`src/rtl/i2c_rx_packetizer.sv`:
```
// Drains a quiet I2C slave FIFO message into an uplink packet on a byte stream:
// sync, channel, length, payload, xor checksum.
module i2c_rx_packetizer #(
    parameter int unsigned N         = 12,
    parameter int unsigned QUIET_CYC = 256,
    parameter logic [7:0]  SYNC_BYTE = 8'hAA
) (
    input  logic         clk,
    input  logic         rst,
    input  logic [N-1:0] have_msg_bus,
    input  logic [7:0]   len,
    input  logic [7:0]   s_dout,
    output logic [N-1:0] s_rdreq_bus,
    output logic [7:0]   tx_data,
    output logic         tx_valid,
    input  logic         tx_ready,
    output logic         busy,
    output logic         pkt_done
);

    localparam int unsigned ChW  = (N > 1) ? $clog2(N) : 1;
    localparam int unsigned CntW = $clog2(QUIET_CYC);
    localparam logic [N-1:0] OneN = N'(1);

    typedef enum logic [3:0] {
        StIdle,
        StQuiet,
        StHSync,
        StHCh,
        StHLen,
        StRdReq,
        StRdCap,
        StSendD,
        StSendCs
    } state_e;

    state_e          state_q;
    logic [CntW-1:0] cnt_q;
    logic [ChW-1:0]  ch_q;
    logic [7:0]      len_prev_q;
    logic [7:0]      rem_q;
    logic [7:0]      csum_q;

    logic [ChW-1:0]  ch_enc;
    logic [7:0]      eff_len;
    logic [7:0]      ch_byte;
    logic [N-1:0]    ch_onehot;

    // Lowest set bit wins.
    always_comb begin
        ch_enc = '0;
        for (int i = N - 1; i >= 0; i--) begin
            if (have_msg_bus[i]) begin
                ch_enc = ChW'(i);
            end
        end
    end

    // A used-word count of 0 with data pending means the 64-deep FIFO is full.
    assign eff_len   = (len[5:0] == 6'd0 && |have_msg_bus) ? 8'd64 : {2'b00, len[5:0]};
    assign ch_byte   = 8'(ch_q);
    assign ch_onehot = OneN << ch_q;
    assign pkt_done  = !rst && (state_q == StSendCs) && tx_valid && tx_ready;

    always_ff @(posedge clk) begin
        if (rst) begin
            state_q     <= StIdle;
            cnt_q       <= '0;
            ch_q        <= '0;
            len_prev_q  <= '0;
            rem_q       <= '0;
            csum_q      <= '0;
            s_rdreq_bus <= '0;
            tx_data     <= '0;
            tx_valid    <= 1'b0;
            busy        <= 1'b0;
        end else begin
            len_prev_q  <= len;
            s_rdreq_bus <= '0;
            unique case (state_q)
                StIdle: begin
                    if (|have_msg_bus) begin
                        ch_q    <= ch_enc;
                        cnt_q   <= '0;
                        busy    <= 1'b1;
                        state_q <= StQuiet;
                    end
                end
                StQuiet: begin
                    if (have_msg_bus == '0) begin
                        busy    <= 1'b0;
                        state_q <= StIdle;
                    end else if (len != len_prev_q || !have_msg_bus[ch_q]) begin
                        cnt_q <= '0;
                    end else if (cnt_q == CntW'(QUIET_CYC - 1)) begin
                        rem_q    <= eff_len;
                        csum_q   <= ch_byte ^ eff_len;
                        tx_data  <= SYNC_BYTE;
                        tx_valid <= 1'b1;
                        state_q  <= StHSync;
                    end else begin
                        cnt_q <= cnt_q + 1'b1;
                    end
                end
                StHSync: begin
                    if (tx_ready) begin
                        tx_data <= ch_byte;
                        state_q <= StHCh;
                    end
                end
                StHCh: begin
                    if (tx_ready) begin
                        tx_data <= rem_q;
                        state_q <= StHLen;
                    end
                end
                StHLen: begin
                    if (tx_ready) begin
                        tx_valid    <= 1'b0;
                        s_rdreq_bus <= ch_onehot;
                        state_q     <= StRdReq;
                    end
                end
                StRdReq: begin
                    state_q <= StRdCap;
                end
                StRdCap: begin
                    tx_data  <= s_dout;
                    csum_q   <= csum_q ^ s_dout;
                    rem_q    <= rem_q - 8'd1;
                    tx_valid <= 1'b1;
                    state_q  <= StSendD;
                end
                StSendD: begin
                    // Next read only after the current byte has left.
                    if (tx_ready) begin
                        if (rem_q != 8'd0) begin
                            tx_valid    <= 1'b0;
                            s_rdreq_bus <= ch_onehot;
                            state_q     <= StRdReq;
                        end else begin
                            tx_data <= csum_q;
                            state_q <= StSendCs;
                        end
                    end
                end
                StSendCs: begin
                    if (tx_ready) begin
                        tx_valid <= 1'b0;
                        busy     <= 1'b0;
                        state_q  <= StIdle;
                    end
                end
                default: begin
                    tx_valid <= 1'b0;
                    busy     <= 1'b0;
                    state_q  <= StIdle;
                end
            endcase
        end
    end

endmodule

```
`config.mk`:
```
export PLATFORM = sky130hd
export DESIGN_NAME = i2c_rx_packetizer
export DESIGN_NICKNAME = d
export VERILOG_FILES = /design/src/rtl/i2c_rx_packetizer.sv
export SDC_FILE = /design/constraint.sdc
export NUM_CORES = 1
export LEC_CHECK = 0
export BUFFER_PORTS_ARGS = -buffer_cell sky130_fd_sc_hd__buf_2
export CORE_ASPECT_RATIO = 0.75
export CORE_MARGIN = 2
export CORE_UTILIZATION = 55
export DETAILED_ROUTE_END_ITERATION = 6
export PLACE_DENSITY = 0.77
export SLEW_MARGIN = 25
export SYNTH_ARGS = -nofsm -noshare
export SYNTH_HDL_FRONTEND = slang
export SYNTH_SLANG_ARGS = --single-unit
```
`constraint.sdc`:
```
create_clock -name clk -period 2.2 [get_ports clk]
set_input_delay 0.44 -clock clk [delete_from_list [all_inputs] [get_ports clk]]
set_output_delay 0.44 -clock clk [all_outputs]
set_load 0.01 [all_outputs]
```
==> metrics.txt <==
CP arrival=~2.4 ns; first-pass GRT wire length=18.0 mm; Util after Layout=between 70 and 80%; starting density of the core=between 50% and 60%; Fillers=just under 500; worst endpoint required time=roughly 2.4 ns; Sw Share=between 30% and 40%; Slew Limit Fails=0; sequential cell area=1240 um^2; vias in the first global route=3708; Syn Nets=about 470; slowest stage delay, CP=between 0.3 and 0.4 ns; hold path start=len[6]; wire per inst=roughly 18 um; design area=about 4600 um^2; R2R setup slack=approximately 0.054 ns; vias per cell=between 6 and 7; Synth Cell Area=3580 um^2; Post-DP Area=between 4000 and 5000 um^2; Clock transition at path regs=around 0.08 ns; fin crit period=2.15 ns; #FFs+latches synth=62; largest net degree at the start of global routing=20; core area=approximately 6300 um^2; GRT Total Usage=about a third; # Post-CTS Setup Buffers=0; Worst path most repeated cell=buf_4; cell row count=25; Ys Warns=0; status=finished clean; combinational share of power=25.8%; CTS tree=built; Worst setup EP type=register; sequential cell area fraction in the yosys report=34.6%; average size of a mapped cell=approximately 8.3 um^2; Hold Vio Cnt, Final=0; Worst Tran Pin Value=about 0.49 ns; Leak Pwr=around 1.9 nW; synth-to-layout area growth=28.4%; final hold slack=0.322 ns; WHS Path Cells=2; DRC viols=0; DR pass1 iterations=6; FF-to-FF End=rem_q[1]$_SDFFE_PP0P_; Sum Neg Setup Slack=0 ns; post-route antenna net violation count=0; Sequential Power Share=a little under two fifths; area of the multi-input gates=2220 um^2; final setup vio count=0; maximum vdd drop=roughly 0.43 mV; RR Startpoint=len_prev_q[0]$_SDFF_PP0_; Post-synth EDFFs=0; clock root cell=clkbuf_8; Sw Pwr=1.02 mW; ys async rst share=0%; post-DP HPWL=between 7 and 8 mm; Worst Setup Path Type=reg -> reg; Synth Instances=434; Port Buffers=53; Synth cell types=between 60 and 70; initial antenna violation count=0; Critical-path top delay cell=nor4_2; Ant. Diodes=0; Worst Path Max Fanout=4; chip width=97.2 um; Clock Skews=approximately 0.0074 ns; Max H-tree Level=3; Sink Count=62; Clock Tree Buf Depth=2; fin nets=around 570; via count=around 4.0k; Main synth FF type=dfxtp_1; Inserted Clock Buffers=9; share of layout cells above drive strength 1=32.0%; worst hold endpoint=len_prev_q[6]$_SDFF_PP0_; Max Clk Rate=approximately 470 MHz; RSZ-0062 raised after global routing=true; Slew HR=roughly 67%; P per Cell Area=slightly below 700 nW/um^2; HP Class=in -> reg; overall power=around 3.2 mW; clock power share=a little over a third; Initial DRC Count=slightly above 400; Die H=approximately 74 um; Routability Congestion=0.931; die footprint=7190 um^2; Clock Latency Late Sink=approximately 0.35 ns; Routed WL=around 12 mm; max_cap viols=0; crit-path cells=xor2_1 > nor4_2 > o311ai_4 > buf_4 > nor4b_4 > buf_4 > mux2i_1 > a21oi_1; R2R cell count=8; Tcrit/Tclk final=~98%; internal power=2.17 mW; crit start category=register; # IOs=54; gr ovfl total=0
==> synthesized netlist by cell type (3+ instances only) <==
master	number	area share, %
dfxtp_1	62	35
nor2_1	36	3.8
nand2_1	33	3.5
a21oi_1	29	4.0
o21ai_0	23	3.2
clkbuf_1	17	1.8
a31oi_1	15	2.6
xor2_1	15	3.7
nor2b_1	13	2.3
nor3_1	13	1.8
inv_1	11	1.2
nand2b_1	11	1.9
a211oi_1	10	2.1
mux2i_1	10	2.8
nand3_1	10	1.4
a22oi_1	8	1.7
buf_2	8	1.1
o211ai_1	8	1.7
nor3b_1	7	1.5
o21a_1	6	1.3
a221oi_1	5	1.2
nand3b_1	5	1.0
nor4_1	5	0.87
a311oi_1	4	0.98
and3_1	4	0.70
mux2_2	4	1.3
o22ai_1	4	0.70
a211o_1	3	0.73
o211a_1	3	0.84
o21ai_1	3	0.42
or3_1	3	0.52
or4_4	3	0.94
==> sequential cells by signal, indices dropped and copies added, names as in the netlist <==
signal       flops
cnt_q            8
busy             1
state_q          4
tx_valid         1
rem_q            8
s_rdreq_bus     12
ch_q             4
tx_data          8
csum_q           8
len_prev_q       8
==> power by group through the flow <==
stage	combinational [mW]	sequential, mW	clock, mW
3_3_place_gp	0.758	1.24	0
2_1_floorplan	0.414	1.26	0
5_1_grt	0.868	1.23	1.20
6_report	0.822	1.22	1.14
4_1_cts	0.789	1.22	1.15
3_5_place_dp	0.777	1.25	0
==> final cells by class <==
| type | count | share of cell area [%] |
|---|---|---|
| multi-input combinational | 331 | 48.2 |
| timing repair buffer | 121 | 16.9 |
| clock inverter | 7 | 2.15 |
| clock buffer | 9 | 2.69 |
| sequential | 62 | 27.0 |
| tap | 81 | 2.20 |
| inverter | 11 | 0.897 |
==> per-layer routing <==
layer,routed length (um),GRT usage [%],part of all wire [%],vias to the layer above
met1,4840,42.5,42,1850
met3,1270,8.75,11,62
li1,-,-,-,1811
met2,4890,50.0,42,269
met5,0,0,0,-
met4,504,14.8,4.4,0
==> how the worst max path moves through the flow <==
stage,start,endpoint,slack [ns],cells past startpoint
global placement,have_msg_bus[3],cnt_q[4]$_SDFFE_PP0P_,-0.11,9
CTS,ch_q[0]$_SDFFE_PP0P_,cnt_q[4]$_SDFFE_PP0P_,0.03,6
floorplan,have_msg_bus[8],cnt_q[2]$_SDFFE_PP0P_,0.1,7
global route,len_prev_q[0]$_SDFF_PP0_,rem_q[1]$_SDFFE_PP0P_,-0.04,8
detailed placement,len[5],csum_q[5]$_SDFFE_PP0P_,-0.18,7
finish,len_prev_q[0]$_SDFF_PP0_,rem_q[1]$_SDFFE_PP0P_,0.05,8
==> worst max-delay path, delay by kind of cell, from the launching register on <==
kind	cells	cell delay, ns
and+or+nand+nor	2	0.74
buffers and inverters	2	0.38
DFF	1	0.31
AOI/OAI and AO/OA	2	0.27
muxes	1	0.19
xor gates and xnor gates	1	0.16
==> metrics by stage <==
| step | cells | setup WS, ns |
|---|---|---|
| final | 622 | 0.0536 |
| after global routing | 622 | -0.0401 |
| after CTS | 622 | 0.0338 |
| after detailed placement | 606 | -0.183 |
| after global placement | 606 | -0.111 |
| after floorplan | 434 | 0.0971 |
==> cell usage in the layout, fill, tap and decap left out, types with 3 or more instances in the layout <==
cell type	instances
nor4_2	3
nor4_1	3
nor2b_1	13
nor2_1	34
nor3_1	12
mux2_2	4
and3_1	4
o21ai_2	3
buf_4	67
nand3_1	10
a211o_1	3
o22ai_1	4
o21ai_0	23
o211a_1	3
o21a_1	6
nand3b_1	5
clkbuf_8	9
nor2_2	3
o211ai_1	8
mux2i_1	10
a221oi_1	5
nor3b_1	6
or4_4	3
a211oi_1	9
dfxtp_1	61
clkinv_4	3
a22oi_1	8
inv_1	11
or3_1	3
a311oi_1	4
nand2_1	33
a21oi_1	29
xor2_1	15
nand2b_1	11
buf_2	53
a31oi_1	15
==> kinds of logic (layout without fill, tap and decap cells) <==
kind of cell,Yosys count,after routing,share of synthesized area [%]
AOI/OAI and AO/OA,138,138,26.1
muxes,16,16,5.31
DFF,62,62,34.6
adders and majority gates,2,2,0.698
xor gates and xnor gates,16,16,3.91
and+or+nand+nor,159,159,24.4
buffers and inverters,41,148,4.99
==> timing repair <==
item                                    CTS  global route
gates cloned                              0             0
endpoints found under the setup margin    6            21
hold buffers                              0             0
resized for setup                         4             9
pin swaps                                 0             7
Power figures use the tool's default switching activity.
